### config.mk
export PLATFORM = sky130hd
export DESIGN_NAME = prime_display_flat
export DESIGN_NICKNAME = d
export VERILOG_FILES = /design/src/rtl/prime_pkg.sv /design/src/rtl/prime_display_if.sv /design/src/rtl/tick_gen.sv /design/src/rtl/prime_display.sv /design/src/flat_wrapper.sv
export SDC_FILE = /design/constraint.sdc
export NUM_CORES = 1
export LEC_CHECK = 0
export ABC_AREA = 1
export BUFFER_PORTS_ARGS = -buffer_cell sky130_fd_sc_hd__buf_4
export CORE_MARGIN = 2
export CORE_UTILIZATION = 55
export CTS_BUF_LIST = sky130_fd_sc_hd__clkbuf_16
export DETAILED_ROUTE_END_ITERATION = 7
export GPL_TIMING_DRIVEN = 0
export PLACE_DENSITY = 0.77
export SLEW_MARGIN = 10
export SYNTH_ARGS = -nofsm -noshare
export SYNTH_HDL_FRONTEND = slang
export SYNTH_HIERARCHICAL = 1
export SYNTH_SLANG_ARGS = --single-unit
### constraint.sdc
create_clock -name clk -period 3.56 [get_ports clk]
set_input_delay 0.534 -clock clk [delete_from_list [all_inputs] [get_ports clk]]
set_output_delay 0.534 -clock clk [all_outputs]
set_load 0.05 [all_outputs]
### src/rtl/prime_pkg.sv
// Shared types and elaboration helpers for the prime display block.
package prime_pkg;

  typedef enum logic [1:0] {
    StIdle,
    StBusy,
    StErr
  } state_e;

  function automatic int unsigned prime_width(input int unsigned width_log);
    return 32'd1 << width_log;
  endfunction

  function automatic int unsigned ceil_div(input int unsigned num, input int unsigned den);
    return (num + den - 1) / den;
  endfunction

endpackage

### src/rtl/prime_display_if.sv
// Bundle between the display controller (master) and the prime generator / board side (slave).
interface prime_display_if #(
  parameter int unsigned W     = 16,
  parameter int unsigned NLEDS = 4
);
  logic             pause;
  logic             pg_go;
  logic             pg_ready;
  logic             pg_error;
  logic [W-1:0]     pg_res;
  logic [NLEDS-1:0] leds;
  logic             err_led;

  modport master (
    input  pause,
    input  pg_ready,
    input  pg_error,
    input  pg_res,
    output pg_go,
    output leds,
    output err_led
  );

  modport slave (
    output pause,
    output pg_ready,
    output pg_error,
    output pg_res,
    input  pg_go,
    input  leds,
    input  err_led
  );
endinterface

### src/rtl/tick_gen.sv
// Free-running 0..DIV-1 counter that pulses tick on the last count; holds while en is low.
module tick_gen #(
  parameter int unsigned DIV = 5
) (
  input  logic clk,
  input  logic rst,
  input  logic en,
  output logic tick
);
  localparam int unsigned CW = (DIV > 1) ? $clog2(DIV) : 1;
  localparam logic [CW-1:0] Last = CW'(DIV - 1);

  logic [CW-1:0] cnt_q, cnt_d;

  assign tick = en && (cnt_q == Last);

  always_comb begin
    cnt_d = cnt_q;
    if (tick) begin
      cnt_d = '0;
    end else if (en) begin
      cnt_d = cnt_q + 1'b1;
    end
  end

  always_ff @(posedge clk or posedge rst) begin
    if (rst) begin
      cnt_q <= '0;
    end else begin
      cnt_q <= cnt_d;
    end
  end
endmodule

### src/rtl/prime_display.sv
// Periodically requests a prime from the generator and shows it on the LEDs.
// Define PRIME_DISPLAY_PAGE_EN to page through the prime one LED-width slice per tick.
module prime_display
  import prime_pkg::*;
#(
  parameter int unsigned CLK_HZ    = 12000000,
  parameter int unsigned PERIOD_MS = 5000,
  parameter int unsigned WIDTH_LOG = 4,
  parameter int unsigned NLEDS     = 4
) (
  input  logic             clk,
  input  logic             rst,
  prime_display_if.master  bus
);
  localparam int unsigned W   = prime_width(WIDTH_LOG);
  localparam int unsigned DIV = CLK_HZ / 1000 * PERIOD_MS;

  state_e       state_q, state_d;
  logic         pending_q, pending_d;
  logic         guard_q, guard_d;
  logic [W-1:0] prime_q, prime_d;
  logic         tick;
  logic         tick_en;
  logic         launch;
  logic         due;

  assign tick_en = !bus.pause;

  tick_gen #(
    .DIV(DIV)
  ) u_tick (
    .clk (clk),
    .rst (rst),
    .en  (tick_en),
    .tick(tick)
  );

  always_comb begin
    state_d   = state_q;
    guard_d   = 1'b0;
    pending_d = pending_q;
    prime_d   = prime_q;
    launch    = 1'b0;
    unique case (state_q)
      StIdle: begin
        if (bus.pg_ready && bus.pg_error) begin
          state_d = StErr;
        end else if (pending_q && due && bus.pg_ready && !bus.pause) begin
          launch  = 1'b1;
          prime_d = bus.pg_res;
          guard_d = 1'b1;
          state_d = StBusy;
        end
      end
      StBusy: begin
        // The generator registers pg_go, so pg_ready is stale on the first cycle.
        if (!guard_q && bus.pg_ready) begin
          state_d = bus.pg_error ? StErr : StIdle;
        end
      end
      StErr: begin
        state_d = StErr;
      end
      default: begin
        state_d = StIdle;
      end
    endcase
    // A coincident tick is absorbed by the launch it rides along with.
    if (state_q != StErr) begin
      if (launch) begin
        pending_d = 1'b0;
      end else if (tick) begin
        pending_d = 1'b1;
      end
    end
  end

  always_ff @(posedge clk or posedge rst) begin
    if (rst) begin
      state_q   <= StIdle;
      pending_q <= 1'b0;
      guard_q   <= 1'b0;
      prime_q   <= '0;
    end else begin
      state_q   <= state_d;
      pending_q <= pending_d;
      guard_q   <= guard_d;
      prime_q   <= prime_d;
    end
  end

  assign bus.pg_go   = launch;
  assign bus.err_led = (state_q == StErr);

`ifdef PRIME_DISPLAY_PAGE_EN
  localparam int unsigned NPAGES = ceil_div(W, NLEDS);
  localparam int unsigned PW     = (NPAGES > 1) ? $clog2(NPAGES) : 1;
  localparam logic [PW-1:0] LastPage = PW'(NPAGES - 1);

  logic [PW-1:0]           page_q, page_d;
  logic                    due_q, due_d;
  logic [NPAGES*NLEDS-1:0] prime_pad;

  always_comb begin
    page_d = page_q;
    due_d  = due_q;
    if (launch) begin
      page_d = '0;
      due_d  = 1'b0;
    end else if (tick && state_q != StErr) begin
      if (page_q == LastPage) begin
        page_d = '0;
        due_d  = 1'b1;
      end else begin
        page_d = page_q + 1'b1;
      end
    end
  end

  // Zero-extend so the top page reads 0 above the prime's MSB.
  always_comb begin
    prime_pad          = '0;
    prime_pad[W-1:0]   = prime_q;
  end

  always_ff @(posedge clk or posedge rst) begin
    if (rst) begin
      page_q <= '0;
      due_q  <= 1'b0;
    end else begin
      page_q <= page_d;
      due_q  <= due_d;
    end
  end

  assign due      = due_q;
  assign bus.leds = prime_pad[int'(page_q) * NLEDS +: NLEDS];
`else
  assign due      = 1'b1;
  assign bus.leds = prime_q[NLEDS-1:0];
`endif

endmodule

### src/flat_wrapper.sv
// flat-port wrapper written by rule: the top's interface ports become plain ports
module prime_display_flat import prime_pkg::*;
#(
  parameter int unsigned CLK_HZ    = 12000000,
  parameter int unsigned PERIOD_MS = 5000,
  parameter int unsigned WIDTH_LOG = 4,
  parameter int unsigned NLEDS     = 4
)
  (clk, rst, bus_pause, bus_pg_ready, bus_pg_error, bus_pg_res, bus_pg_go, bus_leds, bus_err_led);
  prime_display_if #(.W(16), .NLEDS(NLEDS)) bus_i ();
  input  logic clk;
  input  logic rst;
  input wire logic [$bits(bus_i.pause)-1:0] bus_pause;
  input wire logic [$bits(bus_i.pg_ready)-1:0] bus_pg_ready;
  input wire logic [$bits(bus_i.pg_error)-1:0] bus_pg_error;
  input wire logic [$bits(bus_i.pg_res)-1:0] bus_pg_res;
  output wire logic [$bits(bus_i.pg_go)-1:0] bus_pg_go;
  output wire logic [$bits(bus_i.leds)-1:0] bus_leds;
  output wire logic [$bits(bus_i.err_led)-1:0] bus_err_led;
  assign bus_i.pause = bus_pause;
  assign bus_i.pg_ready = bus_pg_ready;
  assign bus_i.pg_error = bus_pg_error;
  assign bus_i.pg_res = bus_pg_res;
  assign bus_pg_go = bus_i.pg_go;
  assign bus_leds = bus_i.leds;
  assign bus_err_led = bus_i.err_led;
  prime_display #(.CLK_HZ(CLK_HZ), .PERIOD_MS(PERIOD_MS), .WIDTH_LOG(WIDTH_LOG), .NLEDS(NLEDS)) u_core (.clk(clk), .rst(rst), .bus(bus_i));
endmodule
* After elaboration in Yosys (flattened, before gate mapping)
Index checks and enable logic that the tools add are counted.
** Storage, ports and cells
- Register bits :: 34
- Output and inout port bits :: 6
** Operators by class
- $add $sub $neg :: 1
- Equal/unequal tests :: 7
- Muxes and demuxes :: 12
- Reductions and logical operators :: 12
- Bitwise gates (word level) :: 1
** Operators by type and width (number)
- $mux W26 :: 2
- $add A26 B1 Y26 const B :: 1
- $eq A26 B26 Y1 const B :: 1
- $mux W2 :: 4
- $pmux W2 S3 :: 1
- $logic_and A1 B1 Y1 :: 5
- $mux W1 :: 5
- $ne A2 B1 Y1 const B :: 2
- $reduce_and A2 Y1 :: 2
- $ne A3 B1 Y1 const B :: 1
- $reduce_and A3 Y1 :: 1
- $eq A2 B1 Y1 const B :: 1
- $eq A2 B2 Y1 const B :: 1
- $logic_not A1 Y1 :: 2
- $logic_not A2 Y1 :: 1
- $ne A2 B2 Y1 const B :: 1
- $reduce_bool A2 Y1 :: 1
- $not A1 Y1 :: 1

* Logic depth before layout (Yosys ltp)
Gate-level depths: netlist of the first run.
- Depth after elaboration :: 7
- Gate-level depth with buffers :: 10
- Mapped depth without buffers :: 9

* Hierarchy
The synthesis of the first run kept the hierarchy.
** Modules (own cells, without submodules)
- tick_gen :: area an instance 1655.3 um^2, sequential area each 650.6 um^2, times used 1, cells each 252
- prime_display :: area an instance 349.1 um^2, sequential area each 200.2 um^2, times used 1, cells each 40

* Worst setup path after synthesis of the first run
Ideal clock, no wire load.
- Path type :: input-to-output
- Start :: input bus_pause
- End :: output bus_pg_go
- Slack :: 1.954 ns
- Required time :: 3.026 ns
- Buffers on the path :: 0
- Arrival :: 1.072 ns
- Stages on the path :: 3
- Path through :: inv_1 > nand3_2 > nor2_4
** On the way
- Cells in the longest elaborated chain, start to end :: 5
** RTL lines
- start, declared :: RTL line flat_wrapper.sv:13 : input wire logic [$bits(bus_i.pause)-1:0] bus_pause;
- $logic_not A1 Y1 :: RTL line prime_display.sv:48 : end else if (pending_q && due && bus.pg_ready && !bus.pause) begin
- $logic_and A1 B1 Y1 :: RTL line prime_display.sv:48
- $mux W1 :: RTL line prime_display.sv:48
- $mux W1 :: RTL line prime_display.sv:46 : if (bus.pg_ready && bus.pg_error) begin
- $mux W1 :: RTL line prime_display.sv:44 : unique case (state_q)
- end, declared :: RTL line flat_wrapper.sv:17 : output wire logic [$bits(bus_i.pg_go)-1:0] bus_pg_go;
No other way between the ends.

* Worst setup path in the final report of the first run
- Start :: input bus_pause
- End :: output bus_pg_go
** On the way
- Cells in the longest elaborated chain, start to end :: 5
** RTL lines
- $logic_not A1 Y1
- named net u_core.tick_en :: RTL line prime_display.sv:23 : logic tick_en;
- $logic_and A1 B1 Y1 :: RTL line prime_display.sv:48
- $mux W1 :: RTL line prime_display.sv:48
- $mux W1 :: RTL line prime_display.sv:46
- $mux W1 :: RTL line prime_display.sv:44
The timed path passes the listed nets, and every way through them passes these cells.

==> qor_table.md, run 1 <==
| Step | Metric | Value |
|---|---|---|
| outcome | Outcome | finished clean |
| finish | Total of fill cells in the finished design | 298 |
| global route | Wire length of the first global-routing pass | 7.47 mm |
| clock tree | CTS max path bufs | 2 |
| setup path | WP data required | 3.03 ns |
| synth | Area fraction in and, or, nand and nor cells after synthesis | 0.400 |
| routing | DRC marker count from the first detailed-route iteration | 134 |
| power and ir drop | Register share of total power | 0.430 |
| clock tree | Insertion delay to the later sink of the worst-skew pair | 0.28 ns |
| routing | DRT Wirelength | 3.94 mm |
| synth | Total nets after synthesis | 314 |
| sta | F_max | 541 MHz |
| clock tree | Clock tree from TritonCTS | built |
| sta | Final setup vio count | 0 |
| clock tree | Quantity of hold-fixing buffers added after cts | 0 |
| sta | Post-route minimum period | 1.85 ns |
| routing | Number of detailed-routing iterations run before antenna repair | 5 |
| synth | Xor/xnor cell area share of the yosys netlist | 0.0306 |
| floorplanning | Floorplan die area | 4140 sq um |
| global route | Total congestion overflow after global routing | 0 |
| floorplanning | Die Span X | 64.4 um |
| placed design | Port Buf Inserts | 14 |
| placed design | DP Wirelength | 2.93 mm |
| clock tree | Root buffer cell | sky130_fd_sc_hd__clkbuf_16 |
| synth | Post-synthesis compound-gate area fraction | 0.0412 |
| sta | Crit path setup slack, layout | 1.71 ns |
| floorplanning | Core Region | 3420 sq um |
| clock tree | CTS Buf Count | 5 |
| finish | Signed area change from the synthesized netlist to the final layout | 16.6% |
| setup path | Capturing element type of the critical path | output pin |
| finish | Antenna diode count | 0 |
| sta | Sum of negative setup slack | 0 ns |
| synth | Largest family of logic cells by synthesized area | simple AND/OR/NAND/NOR gates |
| synth | Adder and majority cell fraction of the synthesized area | 0.00624 |
| finish | Post-route core utilization | 0.684 |
| synth | Largest area contributor in the netlist | sky130_fd_sc_hd__dfrtp_1 |
| placed design | Post-Place Setup Slack | 1.71 ns |
| synth | Leading post-synthesis cells by instance count | sky130_fd_sc_hd__nand2_1, sky130_fd_sc_hd__nor2_1, sky130_fd_sc_hd__inv_1 |
| finish | Design area | 2340 sq um |
| setup path | Crit path cell chain | buf_4 > inv_1 > nand3_2 > nor2_4 > buf_4 |
| power and ir drop | Switching pwr | 268 uW |
| setup path | Signal arrival time at the worst endpoint | 1.31 ns |
| finish | Sequential cell area | 851 sq um |
| sta | Hold violation total from the final report | 0 |
| floorplanning | Number of top-level pins | 27 |
| routing | Number of vias in the routed layout | 1735 |
| power and ir drop | Power density over the cells | 458 nW/um^2 |
| synth | Fraction of post-synthesis cell area in the top cell type by area | 0.424 |
| finish | Net total in the final layout | 335 |
| floorplanning | Std cell rows | 21 |
| synth | Mapped Area | 2000 sq um |
| sta | Normalized max-slew margin | 0.346 |
| setup path | Maximum fanout along the worst path | 7 |
| finish | Area used by multi-input combinational logic | 958 sq um |
| routing | Routed len/inst | 11.0 um |
| setup path | Start-to-end type of the worst setup path | in2out |
| placed design | GP Congestion | 0.932 |
| setup path | Most prevalent standard cell on the critical path | sky130_fd_sc_hd__buf_4 |
| sta | Max-slew violation count | 0 |
| synth | Area contributors post-synth | sky130_fd_sc_hd__dfrtp_1, sky130_fd_sc_hd__nand2_1, sky130_fd_sc_hd__nor2_1, sky130_fd_sc_hd__inv_1, sky130_fd_sc_hd__nand3_1 |
| power and ir drop | Peak supply drop | 305 uV |
| synth | Cell variety after synth | 24 |
| setup path | Top Family by Delay on Critical Path | buffers and inverters |
| job | Max-Cap Viols | 0 |
| sta | RSZ-0062 raised after global routing | false |
| placed design | Standard cell area after detailed placement | 2170 sq um |
| synth | Cell with the most instances after synthesis | sky130_fd_sc_hd__nand2_1 |
| power and ir drop | Switching part of the total power | 0.250 |
| global route | Number of antenna violations at the first check in global routing | 0 |
| global route | Number of global-route vias before repair | 1700 |
| synth | Number of flip-flops and latches in the synthesized netlist | 34 |
| synth | Most used DFF post-synth | sky130_fd_sc_hd__dfrtp_1 |
| clock tree | Post-cts resize count | 0 |
| power and ir drop | Static leakage power | 1.28 nW |
| power and ir drop | Sum of internal, switching and leakage power | 1.07 mW |
| synth | Share of synthesized area occupied by flip-flops and latches | 0.424 |
| synth | Ys async rst share | 1.00 |
| floorplanning | Initial standard-cell utilization of the core | 0.587 |
| clock tree | Buffer count from post-CTS setup fixing | 0 |
| power and ir drop | Clk pwr share | 0.462 |
| sta | Tightest Pin Transition | 0.980 ns |
| placed design | Instance count after placement with tap cells included | 352 |
| finish | Fraction of layout cells with a size suffix above 1 | 0.131 |
| global route | GRT Util Overall | 0.235 |
| setup path | Element type at the critical path start | input pin |
| global route | Maximum number of pins on one net before global-route repair | 27 |
| power and ir drop | Internal power summed over all cells | 802 uW |
| clock tree | H-Tree Level Count | 2 |
| floorplanning | Die H | 64.4 um |
| sta | Minimum hold slack | 0.204 ns |
| sta | Final worst path period share | 0.519 |
| power and ir drop | Power share of the combinational group | 0.108 |
| sta | Worst-case clock skew | 0.00454 ns |
| min path | Tightest Hold Check Type | in2async |
| synth | Yosys warning count | 6 |
| finish | Final cell count without fillers | 360 |
| synth | Post-Syn Instances | 292 |
| setup path | Slowest-stage cell, CP | sky130_fd_sc_hd__buf_4 |
| setup path | Worst path bufs/invs | 3 |
| routing | Routed vias/inst | 4.82 |
| synth | Number of enable flip-flop cells after synthesis | 0 |
| clock tree | Clock net sink count | 34 |
| clock tree | Clock Pin Slew Worst Setup and Hold Paths | 0.06 ns |
| setup path | Slowest cell delay on critical path | 0.23 ns |
| routing | Antenna violation net count after detailed routing | 0 |
| routing | Post-detailed-route DRC marker count | 0 |
| synth | Multiplexer fraction of the synthesized cell area | 0 |
| synth | Mean area per synthesized cell | 6.86 sq um |
state kept, by name (all words and copies together), names as in the netlist:
register             count
u_core/guard_q           1
u_core/pending_q         1
u_core/prime_q           4
u_core/state_q           2
u_core/u_tick/cnt_q     26
worst reg2reg max path, stage by stage (launching register included):
cell                      delay (ns)
sky130_fd_sc_hd__dfrtp_1        0.40
sky130_fd_sc_hd__ha_1           0.20
sky130_fd_sc_hd__inv_1          0.07
sky130_fd_sc_hd__nor2_2         0.15
sky130_fd_sc_hd__nand2_4        0.12
sky130_fd_sc_hd__inv_1          0.07
sky130_fd_sc_hd__nand3_1        0.28
sky130_fd_sc_hd__nand3_1        0.16
sky130_fd_sc_hd__nand2_1        0.06
kinds of logic after synthesis:
logic type	count (synthesis)
and+or+nand+nor	184
xor gates and xnor gates	7
adders and majority gates	1
DFF	34
buffers and inverters	51
AOI/OAI and AO/OA	15
cell usage in the layout (no fill, tap or decap), drive strengths merged:
master    netlist  final
or2             1      1
xor2            4      4
nand3          24     24
clkinvlp        0      2
xnor2           3      3
nand4           3      3
nor3            1      1
nor3b           1      1
nand3b          1      1
dfrtp          34     34
o21bai          3      3
o21ai           7      7
nor2           66     66
inv            50     50
buf             1     15
and2            1      1
a21oi           5      5
clkbuf          0      5
nand2          86     86
bufinv          0      1
ha              1      1
final cells by class:
type / count / area share
clock inverter: 3 / 0.0193
timing repair buffer: 14 / 0.0450
buffer: 1 / 0.00321
inverter: 50 / 0.0803
sequential: 34 / 0.364
tap: 46 / 0.0246
multi-input combinational: 207 / 0.410
clock buffer: 5 / 0.0535
routing by layer:
layer  up-vias  share of wire  track usage
met3         6          0.058       0.0423
met1       765           0.48        0.321
met4         0          0.013       0.0957
li1        927              -            -
met5         -              0            0
met2        37           0.45        0.371
power groups by stage:
stage / logic (mW) / registers (mW) / clock network (mW)
global route: 0.139 / 0.467 / 0.517
finish: 0.116 / 0.459 / 0.494
global placement: 0.110 / 0.465 / 0
floorplan: 0.0928 / 0.457 / 0
CTS: 0.117 / 0.460 / 0.505
detailed placement: 0.114 / 0.465 / 0
path summary, 6_finish.rpt:
| check | slack, ns | cells after the start | start | endpoint |
|---|---|---|---|---|
| max | 1.71 | 5 | bus_pause | bus_pg_go |
| min | 0.20 | 2 | rst | u_core/prime_q[3] |
| max reg2reg | 1.95 | 8 | u_core/u_tick/cnt_q[0] | u_core/u_tick/cnt_q[1] |
| min reg2reg | 0.50 | 2 | u_core/prime_q[3] | u_core/prime_q[3] |
| max in group asynchronous | 2.47 | 2 | rst | u_core/u_tick/cnt_q[21] |
| min in group clk | 0.45 | 3 | bus_pg_res[0] | u_core/prime_q[0] |
Power figures use the tool's default switching activity.
==> run 2, diff against run 1 <==
Settings changed: ABC_AREA 1 to 0, PLACE_DENSITY 0.77 to 0.78.
Clock period 3.56 ns to 1.8 ns, I/O delays scaled along.
==> run 2 against run 1 <==
Compared with the run above: the flow now finishes with violations (negative setup slack); synthesized area is 16% lower; clock power grew 61%; clock skew increased by 0.00064 ns; first-iteration DRC count decreased by 32%; core utilization grew 12 points; cell count fell by 31%; wire length up 16%; combinational power increased by 150%; sequential power increased by 95%; critical path depth up 1; critical path type is now reg2reg; largest power group is now sequential cells.
==> qor_table.md, run 2 <==
| Step | Metric | Value |
|---|---|---|
| global route | Global routing usage on met2 | 0.421 |
| placed design | GP Congestion | 0.788 |
| routing | Routed vias/inst | 6.26 |
| synth | Yosys warning count | 6 |
| floorplanning | Number of top-level pins | 27 |
| finish | Most frequent cells in the layout | sky130_fd_sc_hd__buf_4, sky130_fd_sc_hd__dfrtp_1, sky130_fd_sc_hd__nand2_1 |
| clock tree | Clock tree from TritonCTS | built |
| routing | DRT Wirelength | 4.56 mm |
| synth | Number of flip-flops and latches in the synthesized netlist | 34 |
| global route | Most congested layer reported by global routing | met2 |
| finish | Most flop-heavy register | u_core/u_tick/cnt_q |
| global route | Number of global-route vias before repair | 1486 |
| synth | Share of synthesized area occupied by flip-flops and latches | 0.507 |
| synth | Multiplexer fraction of the synthesized cell area | 0.0358 |
| sta | Final setup vio count | 17 |
| setup path | Worst reg2reg path depth | 6 |
| routing | DRC marker count from the first detailed-route iteration | 91 |
| setup path | Signal arrival time at the worst endpoint | 2.24 ns |
| synth | Ys async rst share | 1.00 |
| synth | Mapped Area | 1680 sq um |
| routing | Number of detailed-routing iterations run before antenna repair | 4 |
| synth | Leading post-synthesis cells by instance count | sky130_fd_sc_hd__dfrtp_1, sky130_fd_sc_hd__nand2_1, sky130_fd_sc_hd__inv_1, sky130_fd_sc_hd__nor2_1, sky130_fd_sc_hd__a21oi_1 |
| synth | Largest area contributor in the netlist | sky130_fd_sc_hd__dfrtp_1 |
| min path | Tightest Hold Check Type | in2reg |
| finish | Most common library cell in the layout ignoring fill and taps | sky130_fd_sc_hd__buf_4 |
| outcome | Violations in the final reports | negative setup slack |
| setup path | Maximum fanout along the worst path | 6 |
| setup path | WP data required | 2.01 ns |
| job | Max-Cap Viols | 0 |
| power and ir drop | Static leakage power | 1.12 nW |
| global route | Maximum number of pins on one net before global-route repair | 27 |
| sta | Hold violation total from the final report | 0 |
| synth | Area fraction in and, or, nand and nor cells after synthesis | 0.239 |
| clock tree | Clock Pin Slew Worst Setup and Hold Paths | 0.05 ns |
| synth | Adder and majority cell fraction of the synthesized area | 0.00745 |
| routing | Antenna violation net count after detailed routing | 0 |
| synth | Post-synthesis compound-gate area fraction | 0.0879 |
| sta | Worst-case clock skew | 0.00517 ns |
| floorplanning | Core Region | 2980 sq um |
| setup path | Launching point of the worst reg2reg path | u_core/u_tick/cnt_q[5] |
| synth | Fraction of post-synthesis cell area in the top cell type by area | 0.507 |
| sta | Normalized max-slew margin | 0.328 |
| finish | Net total in the final layout | 239 |
| finish | Top Registers | u_core/u_tick/cnt_q (26), u_core/prime_q (4), u_core/state_q (2) |
| synth | Number of enable flip-flop cells after synthesis | 0 |
| synth | Mean area per synthesized cell | 10.1 sq um |
| synth | Area contributors post-synth | sky130_fd_sc_hd__dfrtp_1, sky130_fd_sc_hd__xor2_1, sky130_fd_sc_hd__nand2_1, sky130_fd_sc_hd__mux2_4, sky130_fd_sc_hd__xnor2_1 |
| finish | Signed area change from the synthesized netlist to the final layout | 42.5% |
| sta | Max-slew violation count | 0 |
| setup path | Start-to-end type of the worst setup path | reg2reg |
| synth | Cell variety after synth | 34 |
| floorplanning | Floorplan die area | 3510 sq um |
| setup path | Element type at the critical path start | flip-flop |
| sta | F_max | 493 MHz |
| global route | Fraction of met3 tracks used by global routing | 0.0786 |
| global route | GRT Util Overall | 0.263 |
| floorplanning | Std cell rows | 20 |
| sta | Crit path setup slack, layout | -0.228 ns |
| min path | Worst min-delay path endpoint | u_core/prime_q[0] |
| finish | Post-route core utilization | 0.803 |
| setup path | Setup slack on the worst flop-to-flop path | -0.23 ns |
| global route | Wire length of the first global-routing pass | 6.82 mm |
| global route | Fraction of met1 tracks used by global routing | 0.317 |
| floorplanning | Die H | 59.3 um |
| synth | Total nets after synthesis | 189 |
| sta | Minimum hold slack | 0.222 ns |
| outcome | Outcome | complete, but fails checks |
| clock tree | CTS Buf Count | 5 |
| synth | Most used DFF post-synth | sky130_fd_sc_hd__dfrtp_1 |
| sta | RSZ-0062 raised after global routing | true |
| power and ir drop | Power density over the cells | 824 nW/um^2 |
| clock tree | Root buffer cell | sky130_fd_sc_hd__clkbuf_16 |
| floorplanning | Initial standard-cell utilization of the core | 0.564 |
| placed design | Port Buf Inserts | 14 |
| clock tree | CTS max path bufs | 2 |
| setup path | Capturing element type of the critical path | flip-flop |
| routing | Number of vias in the routed layout | 1565 |
| min path | Hold Crit Start | bus_pg_res[0] |
| setup path | Reg2reg end | u_core/u_tick/cnt_q[25] |
| placed design | DP Wirelength | 2.30 mm |
| global route | Number of antenna violations at the first check in global routing | 0 |
| clock tree | Insertion delay to the later sink of the worst-skew pair | 0.28 ns |
| power and ir drop | Peak supply drop | 650 uV |
| finish | Antenna diode count | 0 |
| synth | Post-Syn Instances | 167 |
| synth | Largest family of logic cells by synthesized area | simple AND/OR/NAND/NOR gates |
| clock tree | H-Tree Level Count | 2 |
| finish | Max FFs per register | 26 |
| routing | Post-detailed-route DRC marker count | 0 |
| global route | Total congestion overflow after global routing | 0 |
| sta | Final worst path period share | 1.13 |
| synth | Xor/xnor cell area share of the yosys netlist | 0.0730 |
| finish | Fraction of layout cells with a size suffix above 1 | 0.406 |
| synth | Cell with the most instances after synthesis | sky130_fd_sc_hd__dfrtp_1 |
| routing | Routed len/inst | 18.2 um |
| floorplanning | Die Span X | 59.3 um |
| sta | Post-route minimum period | 2.03 ns |
| min path | Cells on Worst Hold Path | 2 |
| sta | Tightest Pin Transition | 1.01 ns |
| clock tree | Clock net sink count | 34 |
[run 2: area by class of cell]
type	instances	area [sq um]
clock inverters	2	7.51
flip-flops and latches	34	853
plain buffers	3	30.0
clock buffers	5	125
well taps	33	41.3
multi-input cells	115	901
repair buffers	46	385
fillers	157	586
inverters	12	48.8
[run 2: stage by stage]
stage	setup TNS, ns	power (mW)	instance area (sq um)	setup WS, ns	cells
after detailed placement	-3.36	1.04	1860	-0.310	214
after CTS	-0.854	1.89	2190	-0.136	236
after global placement	-2.98	1.02	1860	-0.261	214
after floorplan	-0.355	0.987	1710	-0.189	167
final	-1.75	1.97	2390	-0.228	250
after global routing	-3.62	2.04	2390	-0.300	250
[run 2: how the worst max path moves through the flow]
| stage | from | end | slack, ns |
|---|---|---|---|
| 2_1_floorplan | u_core/u_tick/cnt_q[1] | u_core/u_tick/cnt_q[20] | -0.19 |
| 3_3_place_gp | u_core/u_tick/cnt_q[0] | u_core/u_tick/cnt_q[5] | -0.26 |
| 3_5_place_dp | u_core/u_tick/cnt_q[1] | u_core/u_tick/cnt_q[20] | -0.31 |
| 4_1_cts | u_core/u_tick/cnt_q[1] | u_core/u_tick/cnt_q[25] | -0.14 |
| 5_1_grt | u_core/u_tick/cnt_q[5] | u_core/u_tick/cnt_q[25] | -0.30 |
| 6_report | u_core/u_tick/cnt_q[5] | u_core/u_tick/cnt_q[25] | -0.23 |
[run 2: power by group]
| part | total [mW] | switching (mW) | leakage [nW] | internal, mW |
|---|---|---|---|---|
| Sequential | 0.893 | 0.0743 | 0.448 | 0.818 |
| Clock | 0.793 | 0.299 | 0.0723 | 0.494 |
| Combinational | 0.286 | 0.130 | 0.596 | 0.157 |
[run 2: what timing repair did]
item / CTS / global route
resized for setup: 25 / 23
pin swaps: 14 / 9
hold buffers: 1 / 0
buffers inserted: 16 / 15
endpoints found under the setup margin: 16 / 19
hold endpoints to repair: 8 / 0
cloned: 0 / 1
[run 2: kinds of logic (layout without fill, tap and decap cells)]
logic type,Yosys count,in the layout
AND/OR/NAND/NOR,71,71
flip-flops,34,34
AO/OA/AOI/OAI,25,25
buffers and inverters,18,68
XOR/XNOR,14,14
multiplexers,4,4
adder cells (fa/ha/maj),1,1
[run 2: routing by layer]
layer,vias up,part of all wire
met4,0,0.042
met5,-,0
li1,690,-
met3,24,0.084
met1,737,0.37
met2,114,0.50
[run 2: worst max-delay path, cell delays in order (launching register included)]
cell	delay, ns
sky130_fd_sc_hd__dfrtp_1	0.40
sky130_fd_sc_hd__nand4_1	0.15
sky130_fd_sc_hd__buf_4	0.17
sky130_fd_sc_hd__or4_4	0.55
sky130_fd_sc_hd__buf_6	0.15
sky130_fd_sc_hd__or4_4	0.42
sky130_fd_sc_hd__a21oi_2	0.12
